<file path="src/rtl/vfd_scan_sequencer.sv">
// MN15439A grid refresh sequencer: blank, latch, unblank, Tri-SPI shift window, grid advance.
// Define VFD_GCP_EN to generate the gradient control pulses on GCP; otherwise GCP is tied low.
module vfd_scan_sequencer #(
  parameter int unsigned GRID_COUNT = 52,
  parameter int unsigned SHIFT_BITS = 288,
  parameter int unsigned TICK_DIV   = 3846,
  parameter int unsigned BLK_SETUP  = 1,
  parameter int unsigned LAT_WIDTH  = 5
) (
  input  logic       CLK,
  input  logic       RSTN,
  input  logic       EN,
  input  logic       SWAP_REQ,
  output logic       BLK,
  output logic       LAT,
  output logic       SCE,
  output logic [5:0] GN,
  output logic [8:0] BIT_CNT,
  output logic       FRAME_START,
  output logic       BUF_SEL,
  output logic       SWAP_ACK,
  output logic       OVERRUN,
  output logic       GCP
);

  localparam int unsigned PW    = (TICK_DIV > 1) ? $clog2(TICK_DIV) : 1;
  localparam int unsigned PhMax = (BLK_SETUP > LAT_WIDTH) ? BLK_SETUP : LAT_WIDTH;
  localparam int unsigned CW    = (PhMax > 1) ? $clog2(PhMax) : 1;

  typedef enum logic [2:0] {
    StIdle,
    StBlank,
    StLatch,
    StUnblank,
    StShift,
    StWait
  } state_e;

  state_e        state_q, state_d;
  logic [PW-1:0] presc_q, presc_d;
  logic [CW-1:0] ph_q, ph_d;
  logic [8:0]    bit_q, bit_d;
  logic [5:0]    gn_q, gn_d;
  logic          buf_q, buf_d;
  logic          ack_q, ack_d;
  logic          ovr_q, ovr_d;
  logic          tick;
  logic          busy;

  // Prescaler only runs while enabled, so re-enable always waits a full slot.
  assign tick = EN && (presc_q == PW'(TICK_DIV - 1));

  always_comb begin
    presc_d = '0;
    if (EN && !tick) begin
      presc_d = presc_q + 1'b1;
    end
  end

  assign busy = (state_q == StBlank) || (state_q == StLatch) ||
                (state_q == StUnblank) || (state_q == StShift);

  always_comb begin
    state_d = state_q;
    ph_d    = ph_q;
    bit_d   = bit_q;
    gn_d    = gn_q;
    buf_d   = buf_q;
    ack_d   = 1'b0;
    // A tick that lands while a slot is still in progress is dropped, not queued.
    ovr_d   = ovr_q | (tick & busy);
    case (state_q)
      StIdle: begin
        if (tick) begin
          state_d = StBlank;
          ph_d    = '0;
        end
      end
      StBlank: begin
        if (ph_q == CW'(BLK_SETUP - 1)) begin
          state_d = StLatch;
          ph_d    = '0;
        end else begin
          ph_d = ph_q + 1'b1;
        end
      end
      StLatch: begin
        if (ph_q == CW'(LAT_WIDTH - 1)) begin
          state_d = StUnblank;
          ph_d    = '0;
        end else begin
          ph_d = ph_q + 1'b1;
        end
      end
      StUnblank: begin
        state_d = StShift;
        bit_d   = '0;
      end
      StShift: begin
        if (bit_q == 9'(SHIFT_BITS - 1)) begin
          state_d = StWait;
          bit_d   = '0;
          if (gn_q == 6'(GRID_COUNT - 1)) begin
            // Frame boundary: the only point where the host buffer swap may land.
            gn_d = '0;
            if (SWAP_REQ) begin
              buf_d = ~buf_q;
              ack_d = 1'b1;
            end
          end else begin
            gn_d = gn_q + 1'b1;
          end
        end else begin
          bit_d = bit_q + 1'b1;
        end
      end
      StWait: begin
        if (!EN) begin
          state_d = StIdle;
        end else if (tick) begin
          state_d = StBlank;
          ph_d    = '0;
        end
      end
      default: state_d = StIdle;
    endcase
  end

  always_ff @(posedge CLK or negedge RSTN) begin
    if (!RSTN) begin
      state_q <= StIdle;
      presc_q <= '0;
      ph_q    <= '0;
      bit_q   <= '0;
      gn_q    <= '0;
      buf_q   <= 1'b0;
      ack_q   <= 1'b0;
      ovr_q   <= 1'b0;
    end else begin
      state_q <= state_d;
      presc_q <= presc_d;
      ph_q    <= ph_d;
      bit_q   <= bit_d;
      gn_q    <= gn_d;
      buf_q   <= buf_d;
      ack_q   <= ack_d;
      ovr_q   <= ovr_d;
    end
  end

  assign BLK         = !((state_q == StShift) || (state_q == StWait));
  assign LAT         = (state_q == StLatch);
  assign SCE         = (state_q == StShift);
  assign GN          = gn_q;
  assign BIT_CNT     = bit_q;
  assign FRAME_START = (state_q == StShift) && (bit_q == 9'd0) && (gn_q == 6'd0);
  assign BUF_SEL     = buf_q;
  assign SWAP_ACK    = ack_q;
  assign OVERRUN     = ovr_q;

`ifdef VFD_GCP_EN
  // Six pulses split the shift window into 8 grey levels.
  assign GCP = (state_q == StShift) &&
               (bit_q inside {9'd72, 9'd144, 9'd192, 9'd216, 9'd240, 9'd256});
`else
  assign GCP = 1'b0;
`endif

endmodule

</file>
<file path="config.mk">
export PLATFORM = sky130hd
export DESIGN_NAME = vfd_scan_sequencer
export DESIGN_NICKNAME = d
export VERILOG_FILES = /design/src/rtl/vfd_scan_sequencer.sv
export SDC_FILE = /design/constraint.sdc
export NUM_CORES = 1
export LEC_CHECK = 0
export CAP_MARGIN = 0
export CORE_MARGIN = 8
export CORE_UTILIZATION = 40
export CTS_BUF_LIST = sky130_fd_sc_hd__clkbuf_8
export DETAILED_ROUTE_END_ITERATION = 10
export SETUP_SLACK_MARGIN = 0.3
export SKIP_LAST_GASP = 1
export SLEW_MARGIN = 20
export SYNTH_ARGS = -nofsm -noshare
export SYNTH_HDL_FRONTEND = slang
export SYNTH_SLANG_ARGS = --single-unit
</file>
<file path="constraint.sdc">
create_clock -name CLK -period 5.4 [get_ports CLK]
set_input_delay 0.81 -clock CLK [delete_from_list [all_inputs] [get_ports CLK]]
set_output_delay 0.81 -clock CLK [all_outputs]
set_load 0.01 [all_outputs]
</file>
# After elaboration in Yosys (flattened, before gate mapping)

Cells that the tools add are included.

Bits in registers: 36
Bits in latches: 0
RAM bits: 0
ROM bits: 0
Output and inout port bits: 23
Word-level logic and storage cells: 67
Memories kept: 0

Add/subtract/negate cells: 4
Multiply operators: 0
Div/mod/pow operators: 0
Order comparisons: 0
Equal/unequal tests: 13
Shift-type cells: 0
Multiplexer cells: 19
Bitwise gates (word level): 3
Reduce and logical (&&, ||, !) cells: 20

Operators with widths:

| operator                                      | count |
|---|---|
| 2-to-1 mux 3 bit                              | 9 |
| case mux 3 bit (6 select lines)               | 1 |
| case mux 9 bit (2 select lines)               | 1 |
| adder 12 x 1 -> 12 bit, second input constant | 1 |
| == test 12 bit, second input constant         | 1 |
| 2-to-1 mux 12 bit                             | 1 |
| case mux 3 bit (4 select lines)               | 1 |
| adder 9 x 1 -> 9 bit, second input constant   | 1 |
| == test 3 bit, second input constant          | 3 |
| == test 9 bit, second input constant          | 1 |
| zero test 9 bit                               | 1 |
| 2-to-1 mux 9 bit                              | 1 |
| adder 6 x 1 -> 6 bit, second input constant   | 1 |
| == test 3 x 2 -> 1 bit, second input constant | 2 |
| == test 6 bit, second input constant          | 1 |
| zero test 3 bit                               | 2 |
| zero test 6 bit                               | 1 |
| 2-to-1 mux 6 bit                              | 1 |
| != test 2 x 1 -> 1 bit, second input constant | 3 |
| logical AND 1 bit                             | 4 |
| logical OR 1 bit                              | 4 |
| 2-to-1 mux 1 bit                              | 4 |
| AND reduction 2 bit                           | 2 |
| AND reduction 4 bit                           | 1 |
| 10 further kinds                              | 11 |

# Longest topological paths before layout

Depth in word-level cells: 6
Gate-level depth with buffers: 7
Depth with buffers taken out: 7

# Worst setup path after synthesis

OpenSTA, ideal clock, no wires.

Kind: flip-flop to output port
From: reg bit_q[6], in the netlist BIT_CNT[6]
To: out FRAME_START
Data arrival time: 1.247 ns
Setup slack: 3.343 ns
Cell stages (with the launch flop): 4
Path through: dfrtp_1 or3_1 nor2_1 and4_1

Cells in the longest elaborated chain, start to end: 3

Ends and longest elaborated chain:

| item                           | line | text |
|---|---|---|
| from (decl)                    | 42   | `logic [8:0] bit_q, bit_d;` |
| from (signal assigned)         | 143  | `bit_q <= bit_d;` |
| zero test 9 bit                | 156  | `assign FRAME_START = (state_q == StShift) && (bit_q == 9'd0) && (gn_q == 6'd0);` |
| logical AND 1 bit (2 in a row) | 156  |  |
| to (decl)                      | 19   | `output logic FRAME_START,` |

Every way passes these cells.

# Worst setup path in the final report

From: reg state_q[2]
To: out FRAME_START

Cells in the longest elaborated chain, start to end: 3

Ends and longest elaborated chain:

| item                           | line | text |
|---|---|---|
| from (decl)                    | 39   | `state_e state_q, state_d;` |
| from (signal assigned)         | 131  | `state_q <= StIdle;` |
| from (signal assigned)         | 140  | `state_q <= state_d;` |
| == test 3 bit                  | 156  |  |
| logical AND 1 bit (2 in a row) | 156  |  |

Every way passes these cells.

==> flow_summary.toml <==
[worst_setup_path]
r2r_start = "state_q[2]"
cp-endpoint = "FRAME_START"
r2r-end = "GN[2]"
worstSetupPathType = "flop to output port"
r2r_cells = 4
crit_fanout = 12
cp.required_ps = 4590
critPathCaptureType = "output port"
worstPathArrival_ps = 2230
rrSetupSlack_ps = 3180
cp-start-kind = "flop"
crit_start = "state_q[2]"

[finish]
fin_util_pct = 49.8
area_growth_pct = 20.1
finalInstanceArea_mm2 = 0.00237
seq_area_um2 = 901
final_common_cell = "dfrtp_1"
nets = 250
drive_above_1_share_pct = 5.44
num-fill-cells = 471
layout_common_cells = "dfrtp_1, nor2_1, clkdlybuf4s50_1"
multiInputGateArea_um2 = 997
diodes = 0

[global_route]
grt_use_total_pct = 12.3
antenna_found_initial = 0
first_global_vias = 1544
grt_max_degree = 37
gr-usage-met1_pct = 15.6
grt_pass1_wl_um = 7400
grt_use_met2_pct = 18.6
met3_usage_pct = 4.44
grt.busiest_layer = "met2"
overflow = 0

[die]
ios = 27
fp.dieArea_mm2 = 0.00743
core-area_mm2 = 0.00475
rows = 25
dieHeight_um = 86.2
start_util_pct = 41.5
die_x_um = 86.2

[cts]
cts.htree.levels = 2
clk_pin_slew_worst_paths_ps = 70
clk_latency_ps = 290
clk_path_buf_depth = 2
tritoncts = "done"
cts-root-buf = "clkbuf_8"
cts_setup_buffers = 0
cts_sinks = 36
postCtsHoldBufs = 0
cts_made_buffers = 5
ctsResizeCount = 0

[logic_synthesis]
syn-instance-count = 211
yosysUniqueCellTypes = 49
seq_area_frac_synth_pct = 45.7
yosysTopAreaCellShare_pct = 45.7
ys_ff_latch = 36
synth_flop_cell = "dfrtp_1"
yosysWarnings = 0
syn_nets = 223
yosys.area.top_type = "dfrtp_1"
syn-cell-area_mm2 = 0.00197
ys_async_sr_fraction_pct = 100
synth_area_leaders = "dfrtp_1, ha_1, o21ai_0"
synth_edf_count = 0
synth_area_per_cell_um2 = 9.35

[sta]
fin_skew_ps = 9.65
max_freq_mhz = 329
fin_crit_ps = 3040
rsz0062_at_grt = "false"
tightest_slew_ps = 817
slew_headroom_pct = 45.5
fin_tns_setup_ps = 0
hold_viol = 0
setup_viol = 0
finalCritPeriodShare_pct = 56.3
fin_ws_ps = 2360
finalMaxSlewViolations = 0

[routing]
ant_nets = 0
vias_per_cell = 5.32
drtPass1Iterations = 4
drt_iter0_drc = 97
wl_per_cell_um = 13.9
drcViolationCount = 0
totalWireLength_um = 4260
vias = 1628

[status]
outcome = "completed"

[job]
drv_cap = 0

[place]
gp_congestion = 0.862
io_buffers = 25
dp_slack_ps = 2680
placed_area_mm2 = 0.00228
dp_hpwl_um = 3060

[worst_hold_path]
min_path_type = "flop to flop"

[power_and_ir_drop]
ir_worst_vdd_mv = 0.178
p_per_area_mw_per_mm2 = 380
power.leakage_nw = 1.02
-- where the power goes --
| group | internal, W | switching [W] |
|---|---|---|
| combinational | 0.000150 | 0.000173 |
| sequential | 0.000307 | 0.0000706 |
| clock | 0.000102 | 0.0000976 |
| total | 0.000559 | 0.000341 |
-- cells by family after synthesis --
group,synth area share [%]
muxes,0.571
buffers and inverters,3.74
DFF,45.7
AOI/OAI and AO/OA,15.3
xor gates and xnor gates,5.77
other,0.190
and+or+nand+nor,23.7
adders and majority gates,5.08
-- registers in the layout, indices dropped and copies added, names as in the netlist --
signal and cells:
GN 6, ph_q 3, BIT_CNT 9, BUF_SEL 1
presc_q 12, SWAP_ACK 1, OVERRUN 1, state_q 3
-- cell type report --
type                       instances  area share (%)
timing repair buffer              25            10.4
tap                               67            3.54
inverter                          13            2.06
sequential                        36            38.0
clock buffer                       6            3.49
multi-input combinational        157            42.1
clock inverter                     2           0.423
-- synth_stat cells (2+ instances only) --
library cell	instances
dfrtp_1	36
nor2_1	25
o21ai_0	20
nand2_1	17
inv_1	12
a21oi_1	9
xor2_1	9
ha_1	8
and3_1	6
nand3_1	6
nand4_1	6
nor2b_1	4
or3_1	4
xnor2_1	4
a31oi_1	3
and2_1	3
nand2b_1	3
and4_1	2
buf_2	2
clkbuf_1	2
o22ai_1	2
-- worst min path at each step --
stage / endpoint / cells past startpoint / start
floorplan: presc_q[0] / 1 / presc_q[0]
global placement: BUF_SEL / 1 / BUF_SEL
detailed placement: OVERRUN / 1 / OVERRUN
CTS: OVERRUN / 1 / OVERRUN
global route: BUF_SEL / 1 / BUF_SEL
finish: OVERRUN / 1 / OVERRUN
-- layer usage --
| layer | routed length, um | part of all wire, % | vias up |
|---|---|---|---|
| li1 | - | - | 804 |
| met5 | 0 | 0 | - |
| met2 | 1840 | 43 | 49 |
| met3 | 358 | 8.4 | 4 |
| met4 | 51 | 1.2 | 0 |
| met1 | 2010 | 47 | 771 |
-- worst max-delay path: stages, from the launching register on --
cell             delay (ps)
dfrtp_1                 550
or3b_1                  490
nor2_1                  180
and4_1                  190
clkdlybuf4s50_1         530
-- through the flow --
step                power, W  hold WS (ps)  std cells
floorplan           0.000587           479        211
CTS                 0.000911           479        306
global route        0.000975           492        306
finish              0.000900           476        306
global placement    0.000704           453        298
detailed placement  0.000706           458        298
Note: power is estimated with default switching activity, not from simulation.
